## config.mk

```make
export PLATFORM = sky130hd
export DESIGN_NAME = cbus_rr_arbiter
export DESIGN_NICKNAME = d
export VERILOG_FILES = /design/src/rtl/cbus_rr_arbiter_pkg.sv /design/src/rtl/cbus_rr_arbiter_pick.sv /design/src/rtl/cbus_rr_arbiter.sv
export SDC_FILE = /design/constraint.sdc
export NUM_CORES = 1
export LEC_CHECK = 0
export ABC_AREA = 1
export BUFFER_PORTS_ARGS = -buffer_cell sky130_fd_sc_hd__buf_2
export CAP_MARGIN = 15
export CORE_AREA = 8 8 343 345
export DETAILED_ROUTE_END_ITERATION = 10
export DIE_AREA = 0 0 351 353
export PLACE_DENSITY = 0.3
export RECOVER_POWER = 50
export SLEW_MARGIN = 10
export SYNTH_ARGS = -nofsm -noshare
export SYNTH_HDL_FRONTEND = slang
export SYNTH_SLANG_ARGS = --single-unit
```

## constraint.sdc

```tcl
create_clock -name clk -period 2.3 [get_ports clk]
set_input_delay 0.115 -clock clk [delete_from_list [all_inputs] [get_ports clk]]
set_output_delay 0.115 -clock clk [all_outputs]
set_load 0.02 [all_outputs]
```

## src/rtl/cbus_rr_arbiter_pkg.sv

```systemverilog
// Shared cbus types, length/size encodings and arbiter constants.
// Optional macro honoured by the arbiter: CBUS_ARB_ADDR_XLATE_EN.
package cbus_rr_arbiter_pkg;

    localparam int ARB_NUM_PORTS = 4;

    typedef enum logic [3:0] {
        MLEN1  = 4'b0000,
        MLEN2  = 4'b0001,
        MLEN4  = 4'b0011,
        MLEN8  = 4'b0111,
        MLEN16 = 4'b1111
    } cbus_len_t;

    typedef enum logic [2:0] {
        MSIZE1 = 3'b000,
        MSIZE2 = 3'b001,
        MSIZE4 = 3'b010,
        MSIZE8 = 3'b011
    } cbus_size_t;

    typedef struct packed {
        logic        valid;
        logic        is_write;
        cbus_size_t  size;
        logic [31:0] addr;
        logic [7:0]  strobe;
        logic [63:0] data;
        cbus_len_t   len;
    } cbus_req_t;

    typedef struct packed {
        logic        ready;
        logic        last;
        logic [63:0] data;
    } cbus_resp_t;

    typedef enum logic {
        ARB_IDLE = 1'b0,
        ARB_BUSY = 1'b1
    } arb_state_t;

endpackage

```

## src/rtl/cbus_rr_arbiter_pick.sv

```systemverilog
// Round-robin winner search: first valid port at or after ptr, wrapping.
// Purely combinational; reusable by other cbus arbiters.
module rr_pick #(
    parameter  int NUM_PORTS = 4,
    localparam int IDX_W     = $clog2(NUM_PORTS)
) (
    input  logic [NUM_PORTS-1:0] valid,
    input  logic [IDX_W-1:0]     ptr,
    output logic                 any_valid,
    output logic [IDX_W-1:0]     winner
);

    int               j;
    logic [IDX_W-1:0] idx;

    // Scan from farthest to nearest so the port nearest ptr overwrites last.
    always_comb begin
        any_valid = 1'b0;
        winner    = '0;
        j         = 0;
        idx       = '0;
        for (int i = NUM_PORTS - 1; i >= 0; i--) begin
            j = int'(ptr) + i;
            if (j >= NUM_PORTS) begin
                j = j - NUM_PORTS;
            end
            idx = IDX_W'(j);
            if (valid[idx]) begin
                any_valid = 1'b1;
                winner    = idx;
            end
        end
    end

endmodule

```

## src/rtl/cbus_rr_arbiter.sv

```systemverilog
// Round-robin cbus arbiter: one burst at a time, grant held to last beat.
// Macro CBUS_ARB_ADDR_XLATE_EN maps kseg0/kseg1 to physical on oreq.addr.
module cbus_rr_arbiter
    import cbus_rr_arbiter_pkg::*;
#(
    parameter  int NUM_PORTS = ARB_NUM_PORTS,
    localparam int IDX_W     = $clog2(NUM_PORTS)
) (
    input  logic       clk,
    input  logic       resetn,
    input  cbus_req_t  ireqs  [NUM_PORTS],
    output cbus_resp_t iresps [NUM_PORTS],
    output cbus_req_t  oreq,
    input  cbus_resp_t oresp
);

    arb_state_t           state_q, state_d;
    logic [IDX_W-1:0]     grant_q, grant_d;
    logic [IDX_W-1:0]     ptr_q, ptr_d;
    logic [NUM_PORTS-1:0] valid_vec;
    logic                 any_valid;
    logic [IDX_W-1:0]     winner;
    logic                 done;

    always_comb begin
        valid_vec = '0;
        for (int i = 0; i < NUM_PORTS; i++) begin
            valid_vec[i] = ireqs[i].valid;
        end
    end

    rr_pick #(
        .NUM_PORTS (NUM_PORTS)
    ) u_pick (
        .valid     (valid_vec),
        .ptr       (ptr_q),
        .any_valid (any_valid),
        .winner    (winner)
    );

    assign done = oresp.ready && oresp.last;

    always_ff @(posedge clk) begin
        if (!resetn) begin
            state_q <= ARB_IDLE;
            grant_q <= '0;
            ptr_q   <= '0;
        end else begin
            state_q <= state_d;
            grant_q <= grant_d;
            ptr_q   <= ptr_d;
        end
    end

    always_comb begin
        state_d = state_q;
        grant_d = grant_q;
        ptr_d   = ptr_q;
        unique case (state_q)
            ARB_IDLE: begin
                if (any_valid) begin
                    state_d = ARB_BUSY;
                    grant_d = winner;
                end
            end
            ARB_BUSY: begin
                if (done) begin
                    state_d = ARB_IDLE;
                    if (grant_q == IDX_W'(NUM_PORTS - 1)) begin
                        ptr_d = '0;
                    end else begin
                        ptr_d = grant_q + 1'b1;
                    end
                end
            end
            default: state_d = ARB_IDLE;
        endcase
    end

    // Grant is held even if the master drops valid; oreq just follows it.
    always_comb begin
        oreq = '0;
        for (int i = 0; i < NUM_PORTS; i++) begin
            iresps[i] = '0;
        end
        if (state_q == ARB_BUSY) begin
            oreq = ireqs[grant_q];
`ifdef CBUS_ARB_ADDR_XLATE_EN
            if (ireqs[grant_q].addr[31:30] == 2'b10) begin
                oreq.addr[31:29] = 3'b000;
            end
`endif
            iresps[grant_q] = oresp;
        end
    end

endmodule

```

# Word level (Yosys, flattened, before mapping)
# Cells that the tools add are included.
# W data, S select, Z words.
[word_totals] ff_bits=5 out_inout_bits=377 word_cells=60
[op_classes] addsub=8 order_cmp=10 eq_ne=1 muxes=31 n_bitwise=3 reduce_logical=4
[op_table] op="$mux W113" count=3
[op_table] op="$and A264 B264 Y264" count=1
[op_table] op="$mux W264" count=1
[op_table] op="$bmux W113 S2" count=1
[op_table] op="$demux W66 S2" count=1
[op_table] op="$mux W66" count=1
[op_table] op="$mux W2" count=9
[op_table] op="$ge A3 B3 Y1 const B" count=4
[op_table] op="$lt A2 B3 Y1 const B" count=4
[op_table] op="$mux W1" count=10
[op_table] op="$bmux W1 S2" count=4
[op_table] op="$sub A2 B1 Y2 const B" count=4
[op_table] op="$add A2 B2 Y3 const B" count=2
[op_table] op="$reduce_and A2 Y1" count=2
[op_table] op="$add A2 B1 Y3 const B" count=1
[op_table] op="$ge A2 B3 Y1 const B" count=1
[op_table] op="$lt A3 B1 Y1 const B" count=1
[op_table] op="$not A2 Y3" count=1
[op_table] op="$add A2 B1 Y2 const B" count=1
[op_table] op="$eq A2 B2 Y1 const B" count=1
[op_table] op="$logic_and A1 B1 Y1" count=2
[op_table] op="$pmux W1 S2" count=1
[op_table] op="$not A1 Y1" count=1

# Longest topological paths before layout
# Gate-level depths: netlist (run 1).
[logic_depth] depth_word=11 ltp_mapped=12 ltp_nobuf=11

# By module
# From an unflattened synthesis (run 1), not the netlist that was laid out.
[hier_totals] hier_cells=1770 hier_area_um2=7485.9
[modules_own_cells] module="cbus_rr_arbiter" instances=1 cells_each=1724 area_each_um2=7273.2
[modules_own_cells] module="rr_pick" instances=1 cells_each=46 area_each_um2=212.7

# Worst setup path after synthesis (run 1)
# No wires, ideal clock.
[synth_path] path_kind="register to output" start="reg grant_q[1]" end="out iresps[168] in the netlist's numbering" arrival_time_ps=1784 t_required_ps=2185 setup_slack_ps=401 path_stages_with_launch=9 path_buffers=4 path_cell_list="dfxtp_1 -> buf_2 -> inv_2 -> clkbuf_1 -> ha_1 -> nand2_1 -> clkbuf_1 -> clkbuf_1 -> nor2_1"
[synth_lines] item="start, declared" line_no="cbus_rr_arbiter.sv:18" text="logic [IDX_W-1:0] grant_q, grant_d;"
[synth_lines] item="start signal, assigned" line_no="cbus_rr_arbiter.sv:50" text="grant_q <= grant_d;"
[synth_lines] item="end, declared" line_no="cbus_rr_arbiter.sv:12" text="output cbus_resp_t iresps [NUM_PORTS],"

==> impl_metrics.yaml, run 1 <==
clocking:
  cts_root_buf: "clkbuf_16"
  cts_hold_buf: 0
  clkSinkCount: 5
  clk_pin_slew_ns: 0.03
  cts-resized-gates: 0
  cts_buffer_depth: 2
  cts_inserted_buffers: 3
  cts_tree: "done"
  cts_setup_buffers: 0
  clk_latency_ns: 0.23
  htree_levels: 1
die:
  fp.dieW_um: 351
  io_pins: 897
  start_util_pct: 5.07
  rows: 123
  dieArea_sq_mm: 0.124
  core_area_sq_mm: 0.112
  die_h_um: 353
detailed_routing:
  postRouteWirelength_mm: 80.6
  ant_nets: 0
  dr.pass1.iters: 5
  drc_errors: 0
  wire_per_inst_um: 22.0
  drt_iter0_drc: 750
  num_vias: 11900
  vias_per_cell: 3.26
yosys:
  synth_top_family_by_area: "simple AND/OR/NAND/NOR gates"
  seq_area_frac_synth_pct: 1.76
  synth-simple-area-share_pct: 52.1
  synth_fa_ha_area_share_pct: 0.882
  synthMuxAreaShare_pct: 0
  synth_seq_cells: 5
  synth-warning-count: 0
  synth_xor_area_share_pct: 0
  syn_inst: 1318
  syn_area_sq_mm: 0.00567
  avgSynthCellArea_sq_um: 4.31
  synth_cell_types: 22
  syn_nets: 1842
  synth_compound_area_share_pct: 31.0
placement:
  port_buffers: 896
  dpl-instance-area_sq_mm: 0.0123
  place_congestion: 0.861
  hpwl_mm: 71.4
sta:
  hold_violations: 0
  setup_viol: 0
  rsz0062_at_grt: "false"
  min_period_ns: 2.16
  max_freq_ghz: 0.463
  clock_skew_ns: 0.00114
  fin_crit_sh_pct: 93.8
  fin_tns_setup_ns: 0
  tightest_slew_ns: 0.693
  maxSlewViolCount: 0
  slew-limit-headroom_pct: 53.3
min_path:
  hold_class: "in2reg"
  min_to: "state_q$_SDFF_PN0_"
  hp-start: "resetn"
  hold-path-cell-count: 3
power:
  vdd_drop_max_mv: 0.183
  pwr_density_cell_mw_per_mm2: 328
  p_leak_nw: 6.38
  finalPower_mw: 4.02
grt:
  grt_pass1_wl_mm: 104
  antenna_found_initial: 41
  grt_overflow: 0
  grt_pass1_vias: 11800
  grt_max_degree: 85
  grt_use_total_pct: 12.0
setup_path:
  cp_num_buf_inv: 3
  r2r_slack_ns: 0.70
  slowest_stage: "dfxtp_4"
  arrival_ns: 2.04
  path_cells: "buf_12 > buf_12 > nor2_1 > nor2_1 > o21ai_0 > a21oi_1 > buf_2"
  worstReg2RegEnd: "ptr_q[1]$_SDFFE_PN0P_"
  crit_required_ns: 2.18
  crit_type: "reg2out"
  path_delay_family: "buffers and inverters"
  critPathMaxStageDelay_ns: 0.44
  cp-end-kind: "output pin"
  startpoint_type: "flip-flop"
  r2r_cells: 4
  worstPathMaxFanout: 39
  worstReg2RegStart: "state_q$_SDFF_PN0_"
run:
  drv_cap: 0
status:
  status: "complete, no violations"
cells_and_area:
  final_cell_area_sq_mm: 0.0122
  drive_gt1_share_pct: 39.6
  areaGrowthSynthToFinish_pct: 116
  final_nets: 2673
area by class of cell:
type	instances	area [sq um]
antenna	10	25.0
clock buffer	4	78.8
fill	13700	99600
inverter	78	310
multi-input combinational	1119	4770
sequential	5	105
tap	1500	1880
timing repair buffer	942	5080
worst max-delay path by stage:
| stage | start | end | cells after the start |
|---|---|---|---|
| 5_1_grt | grant_q[0]$_SDFFE_PN0P_ | iresps[260] | 7 |
| 3_3_place_gp | grant_q[0]$_SDFFE_PN0P_ | oreq[54] | 6 |
| 2_1_floorplan | grant_q[1]$_SDFFE_PN0P_ | iresps[168] | 8 |
| 3_5_place_dp | grant_q[0]$_SDFFE_PN0P_ | oreq[48] | 6 |
| 4_1_cts | grant_q[0]$_SDFFE_PN0P_ | oreq[48] | 6 |
| 6_report | grant_q[0]$_SDFFE_PN0P_ | oreq[8] | 7 |
report_power, final:
part	total [mW]	internal [mW]	switching, mW	leakage (nW)
Combinational	3.61	1.21	2.40	6.30
Sequential	0.122	0.0954	0.0263	0.0423
Clock	0.286	0.230	0.0565	0.0382
flip-flops by register name, indices dropped and copies added, names as in the netlist:
| name | count |
|---|---|
| grant_q | 2 |
| state_q | 1 |
| ptr_q | 2 |
cells in the mapped netlist:
cell type  instances  area [sq um]
nand2_4            5          56.3
buf_1             16          60.1
nand3_1            6          30.0
inv_2              4          15.0
nand2_2           11          68.8
nor2_1           716          2690
dfxtp_1            5           100
and2_4             1          8.76
buf_2             51           255
clkbuf_1          48           180
o21ai_1           10          50.1
inv_8              1          11.3
o21ai_0          220          1100
a21oi_1          119           596
o21a_1             1          7.51
o211ai_1           1          7.51
inv_1             73           274
buf_6              1          11.3
nor2_2             1          6.26
nor2_4             1          11.3
ha_1               4          50.1
nand2_1           23          86.3
cell usage in the layout, fill, tap and decap left out, types with 20 or more instances in the layout:
cell	n
a21oi_1	119
nor2_1	716
o21ai_0	220
nand2_1	20
inv_1	73
buf_4	27
clkbuf_2	54
buf_2	707
buf_12	29
clkbuf_1	124
worst min-delay path, delay by kind of cell:
| kind | cells | cell delay (ns) |
|---|---|---|
| compound gates | 1 | 0.09 |
| buf+inv | 2 | 0.17 |
routing by layer:
| metal | wire, um | up-vias | share of wire [%] | track usage [%] |
|---|---|---|---|---|
| met2 | 40300 | 605 | 50 | 22.1 |
| met3 | 6570 | 82 | 8.2 | 3.33 |
| met5 | 187 | - | 0.23 | 0 |
| met1 | 32600 | 5408 | 40 | 14.2 |
| met4 | 886 | 28 | 1.1 | 0.989 |
| li1 | - | 5803 | - | - |
cells by family (layout without fill, tap and decap cells):
| group | Yosys count | in the layout |
|---|---|---|
| compound gates | 351 | 351 |
| fa+ha+maj | 4 | 4 |
| buf+inv | 194 | 1024 |
| flops | 5 | 5 |
| other cells | 0 | 10 |
| simple gates | 764 | 764 |
through the flow:
step / std cells / utilization (%) / hold WS (ns) / setup slack [ns]
4_1_cts: 3648 / 11.1 / 0.180 / 0.131
2_1_floorplan: 1318 / - / 0.253 / 0.401
6_report: 3658 / 10.9 / 0.174 / 0.142
5_1_grt: 3649 / 10.9 / 0.194 / 0.0341
3_3_place_gp: 3644 / 11.0 / 0.410 / 0.377
3_5_place_dp: 3644 / 11.0 / 0.416 / 0.383
(Power assumes the default switching activity.)
==> inputs of run 2 (changes only) <==
--- a/config.mk
+++ b/config.mk
@@ -5,12 +5,11 @@
 export SDC_FILE = /design/constraint.sdc
 export NUM_CORES = 1
 export LEC_CHECK = 0
-export ABC_AREA = 1
 export BUFFER_PORTS_ARGS = -buffer_cell sky130_fd_sc_hd__buf_2
 export CAP_MARGIN = 15
-export CORE_AREA = 8 8 343 345
+export CORE_AREA = 8 8 342 344
 export DETAILED_ROUTE_END_ITERATION = 10
-export DIE_AREA = 0 0 351 353
+export DIE_AREA = 0 0 350 352
 export PLACE_DENSITY = 0.3
 export RECOVER_POWER = 50
 export SLEW_MARGIN = 10
==> impl_metrics.yaml, run 2 <==
status:
  status: "complete, no violations"
cells_and_area:
  final_nets: 1984
  areaGrowthSynthToFinish_pct: 114
  nFillCells: 13100
  drive_gt1_share_pct: 65.8
  final_cell_mix: "buf_2, and3_1, mux4_2, and2_1, clkbuf_1"
  largestRegisters: "grant_q: 2 flops, ptr_q: 2 flops, state_q: 1 flops"
  final_common_cell: "buf_2"
detailed_routing:
  drt_iter0_drc: 602
  num_vias: 9604
  vias_per_cell: 3.20
  drt-met1-wl_mm: 34.8
  dr.pass1.iters: 5
  dr_wl_met3_mm: 9.90
  ant_nets: 0
  wire_per_inst_um: 28.1
  drc_errors: 0
  postRouteWirelength_mm: 84.2
  wl_met2_mm: 38.2
  top_layer: "met5"
setup_path:
  worstReg2RegEnd: "ptr_q[0]$_SDFFE_PN0P_"
  arrival_ns: 2.04
  crit_type: "reg2out"
  path_delay_family: "buffers and inverters"
  cp-end-kind: "output pin"
  slowest_stage: "mux4_2"
  startpoint_type: "flip-flop"
  worstPathMaxFanout: 16
  worstReg2RegStart: "grant_q[0]$_SDFFE_PN0P_"
  crit_required_ns: 2.18
  r2r_slack_ns: 0.60
  path_cells: "buf_12 > buf_4 > mux4_2 > and2_1 > buf_2"
  r2r_cells: 6
  critPathMaxStageDelay_ns: 0.55
  cp_num_buf_inv: 3
  crit_start: "grant_q[0]$_SDFFE_PN0P_"
clocking:
  cts_tree: "done"
  cts_buffer_depth: 2
  cts-resized-gates: 0
  htree_levels: 1
  cts_root_buf: "clkbuf_16"
  cts_setup_buffers: 0
  cts_inserted_buffers: 3
  clk_pin_slew_ns: 0.03
  cts_hold_buf: 0
  clk_latency_ns: 0.23
  clkSinkCount: 5
yosys:
  syn_inst: 623
  ys.flop_type: "dfxtp_1"
  synth-warning-count: 0
  synth_area_leaders: "mux4_2, and3_1, and2_1, clkbuf_1, dfxtp_1"
  synth_area_leader_cell: "mux4_2"
  syn_area_sq_mm: 0.00564
  seq_area_frac_synth_pct: 1.77
  syn_nets: 1147
  synth_cell_types: 23
  synth_seq_cells: 5
  synth_edf_count: 0
  synth.most_common_cell: "and3_1"
  synthArstFlopShare_pct: 0
  synth.top_cell.area_share_pct: 45.1
  avgSynthCellArea_sq_um: 9.06
  synth_common_cells: "and3_1, and2_1, mux4_2"
min_path:
  hold-path-cell-count: 2
  hp-start: "resetn"
  hold_class: "in2reg"
  min_to: "state_q$_SDFF_PN0_"
grt:
  grt_use_total_pct: 12.7
  antenna_found_initial: 118
  grt_pass1_vias: 9628
  grt_max_degree: 136
  grt_overflow: 0
  grt_pass1_wl_mm: 106
power:
  p_clk_share_pct: 9.9
  p_leak_nw: 6.41
  pwr_density_cell_mw_per_mm2: 239
  vdd_drop_max_mv: 0.207
  switching_share_pct: 52.5
  finalPower_mw: 2.88
  p_sw_mw: 1.52
  power_frac_comb_pct: 86.2
  internal-power_mw: 1.37
  pwr-share-seq_pct: 3.9
die:
  core_area_sq_mm: 0.112
  rows: 123
  fp.dieW_um: 350
  dieArea_sq_mm: 0.123
  die_h_um: 352
  start_util_pct: 5.06
  io_pins: 897
sta:
  maxSlewViolCount: 0
  min_period_ns: 2.16
  fin_tns_setup_ns: 0
  setup_viol: 0
  slew-limit-headroom_pct: 59.0
  max_freq_ghz: 0.464
  clock_skew_ns: 0.00158
  rsz0062_at_grt: "false"
  fin_crit_sh_pct: 93.8
  tightest_slew_ns: 0.615
  hold_violations: 0
run:
  drv_cap: 0
placement:
  hpwl_mm: 77.1
  port_buffers: 896
  place_congestion: 0.915
run 2: cell types whose count changed in the layout (fill, tap and decap cells not counted), moves of 67 or more:
cell | previous run | this run
nor2_1 | 716 | 0
and3_1 | 0 | 264
o21ai_0 | 220 | 0
a21oi_1 | 119 | 3
mux4_2 | 0 | 113
and2_1 | 0 | 112
inv_1 | 73 | 6
run 2: worst max-delay path by stage:
| stage | end | slack, ns | cells past startpoint |
|---|---|---|---|
| after floorplan | iresps[196] | 0.42 | 8 |
| after global placement | oreq[81] | 0.37 | 5 |
| after detailed placement | oreq[81] | 0.36 | 5 |
| after CTS | oreq[81] | 0.11 | 5 |
| after global routing | iresps[161] | 0.04 | 5 |
| final | oreq[81] | 0.14 | 5 |
run 2: per-layer routing:
metal | vias to the layer above | GRT usage (%)
li1 | 4143 | -
met1 | 4609 | 15.8
met2 | 649 | 20.9
met3 | 139 | 6.08
met4 | 64 | 0.689
met5 | - | 0
run 2: logic make-up (layout without fill, tap and decap cells):
family                     after synthesis  after routing  synth area share, %
and+or+nand+nor                        386            386                 42.6
DFF                                      5              5                 1.77
muxes                                  114            114                 45.3
adders and majority gates                4              4                0.887
other                                    0             38                    0
buffers and inverters                  102            938                 8.00
AOI/OAI and AO/OA                       12             12                 1.44
run 2: cell type report:
cell class	instances	area (sq um)	area share [%]
inverters	6	22.5	0.187
multi-input cells	516	5100	42.2
diodes	38	95.1	0.787
well taps	1500	1880	15.5
flip-flops and latches	5	111	0.922
clock buffers	4	78.8	0.653
repair buffers	928	4790	39.7
run 2: power groups by stage:
stage | combinational (mW) | sequential, mW | clock [mW]
finish | 2.49 | 0.114 | 0.286
global route | 2.65 | 0.117 | 0.297
CTS | 2.55 | 0.117 | 0.290
detailed placement | 2.55 | 0.118 | 0
global placement | 2.55 | 0.118 | 0
floorplan | 1.20 | 0.0962 | 0
run 2: per-stage QoR:
stage	util (%)	instance area (sq um)	cells	hold WS (ns)	worst slack (ns)
2_1_floorplan	-	5640	623	0.243	0.419
3_3_place_gp	10.8	12000	2955	0.424	0.371
3_5_place_dp	10.8	12000	2955	0.420	0.361
4_1_cts	10.9	12100	2959	0.192	0.110
5_1_grt	10.7	12000	2962	0.208	0.0381
6_report	10.8	12100	2997	0.193	0.143
==> inputs of run 3 (changes only) <==
--- a/config.mk
+++ b/config.mk
@@ -12,6 +12,7 @@
 export DIE_AREA = 0 0 350 352
 export PLACE_DENSITY = 0.3
 export RECOVER_POWER = 50
+export SKIP_CTS_REPAIR_TIMING = 1
 export SLEW_MARGIN = 10
 export SYNTH_ARGS = -nofsm -noshare
 export SYNTH_HDL_FRONTEND = slang
==> constraint.sdc (replaced) <==
create_clock -name clk -period 2.3 [get_ports clk]
set_input_delay 0.23 -clock clk [delete_from_list [all_inputs] [get_ports clk]]
set_output_delay 0.23 -clock clk [all_outputs]
set_load 0.02 [all_outputs]
==> impl_metrics.yaml, run 3 (synthesized netlist as in run 2, its figures left out) <==
status:
  status: "complete, no violations"
sta:
  fin_tns_setup_ns: 0
  fin_crit_sh_pct: 95.9
  hold_violations: 0
  tightest_slew_ns: 0.523
  maxSlewViolCount: 0
  setup_viol: 0
  min_period_ns: 2.21
  max_freq_ghz: 0.453
  rsz0062_at_grt: "false"
  slew-limit-headroom_pct: 65.1
  clock_skew_ns: 0.00307
clocking:
  clk_pin_slew_ns: 0.04
  cts_tree: "done"
  htree_levels: 1
  cts_root_buf: "clkbuf_16"
  cts_buffer_depth: 2
  clkSinkCount: 5
  cts_inserted_buffers: 3
  clk_latency_ns: 0.23
die:
  fp.dieW_um: 350
  core_area_sq_mm: 0.112
  rows: 123
  io_pins: 897
  dieArea_sq_mm: 0.123
  start_util_pct: 5.06
  die_h_um: 352
cells_and_area:
  largestRegisters: "grant_q: 2 flops, ptr_q: 2 flops, state_q: 1 flops"
  final_cell_area_sq_mm: 0.0121
  drive_gt1_share_pct: 65.9
  final_common_cell: "buf_2"
  final_cell_mix: "buf_2, and3_1, and2_1, mux4_2, clkbuf_1"
  finalCoreUtilization_pct: 10.9
  nFillCells: 13200
  areaGrowthSynthToFinish_pct: 115
  fin_cells: 2997
  final_nets: 1987
power:
  vdd_drop_max_mv: 0.115
  p_leak_nw: 6.45
  pwr_density_cell_mw_per_mm2: 239
grt:
  grt_use_met1_pct: 16.0
  grtUsageMet3_pct: 5.26
  antenna_found_initial: 115
  grt_pass1_vias: 9569
  grt_overflow: 0
  use_met2_pct: 20.6
  grt_pass1_wl_mm: 105
  top_usage_layer: "met2"
  grt_max_degree: 109
  grt_use_total_pct: 12.6
setup_path:
  worstPathMaxFanout: 8
  crit_required_ns: 2.07
  crit_path_end: "oreq[109]"
  crit_start: "grant_q[0]$_SDFFE_PN0P_"
  arrival_ns: 1.98
  r2r_slack_ns: 0.60
  worstReg2RegEnd: "ptr_q[0]$_SDFFE_PN0P_"
  worstReg2RegStart: "state_q$_SDFF_PN0_"
  cp-end-kind: "output pin"
  startpoint_type: "flip-flop"
  r2r_cells: 5
  crit_type: "reg2out"
detailed_routing:
  ant_nets: 0
  dr.pass1.iters: 5
  drt_iter0_drc: 475
  postRouteWirelength_mm: 83.3
  wire_per_inst_um: 27.8
  vias_per_cell: 3.19
  num_vias: 9559
  drc_errors: 0
run:
  drv_cap: 0
placement:
  placed_cells: 2949
  port_buffers: 896
  place_congestion: 0.877
  dpl-instance-area_sq_mm: 0.0120
  hpwl_mm: 76.0
min_path:
  hold_class: "in2reg"
  hold-path-cell-count: 2
run 3: changes by cell type in the layout (fill, tap and decap cells not counted), moves of 2 or more:
cell,previous run,this run
buf_2,730,733
buf_12,15,13
and2_0,2,0
clkbuf_4,0,2
buf_4,14,12
and2_1,112,114
ha_2,2,0
diode_2,38,35
run 3: power breakdown:
group / internal [mW] / total [mW] / switching, mW
Sequential: 0.0914 / 0.111 / 0.0198
Combinational: 1.05 / 2.48 / 1.43
Clock: 0.228 / 0.299 / 0.0703
Total: 1.37 / 2.89 / 1.52
run 3: layout make-up:
type | count | area [sq um] | area share (%)
multi-input cells | 516 | 5100 | 42.2
repair buffers | 931 | 4830 | 39.9
well taps | 1500 | 1880 | 15.5
flip-flops and latches | 5 | 109 | 0.899
diodes | 35 | 87.6 | 0.723
clock buffers | 3 | 75.1 | 0.620
inverters | 6 | 22.5 | 0.186
clock inverters | 1 | 5.00 | 0.0413
run 3: routing by layer:
layer,up-vias,wire [um]
met5,-,366
met4,54,913
met3,134,9070
met2,645,37800
met1,4584,35200
li1,4142,-
run 3: through the flow:
stage	hold WS (ns)	total power [mW]	worst slack, ns
3_5_place_dp	0.535	2.64	0.261
4_1_cts	0.290	2.95	0.0130
5_1_grt	0.297	3.07	0.00473
2_1_floorplan	0.358	1.30	0.304
3_3_place_gp	0.540	2.64	0.271
6_report	0.299	2.89	0.0933
run 3: worst min path at each step:
stage,startpoint,end,slack [ns]
after floorplan,resetn,ptr_q[1]$_SDFFE_PN0P_,0.36
after global placement,resetn,state_q$_SDFF_PN0_,0.54
after detailed placement,resetn,state_q$_SDFF_PN0_,0.54
after CTS,resetn,state_q$_SDFF_PN0_,0.29
after global routing,resetn,state_q$_SDFF_PN0_,0.30
final,resetn,state_q$_SDFF_PN0_,0.30
run 3: critical path, stage by stage, from the launching register on:
cell and delay, ns:
dfxtp_4 0.43, buf_4 0.22, buf_4 0.16, mux4_2 0.52, and2_1 0.21, buf_2 0.20
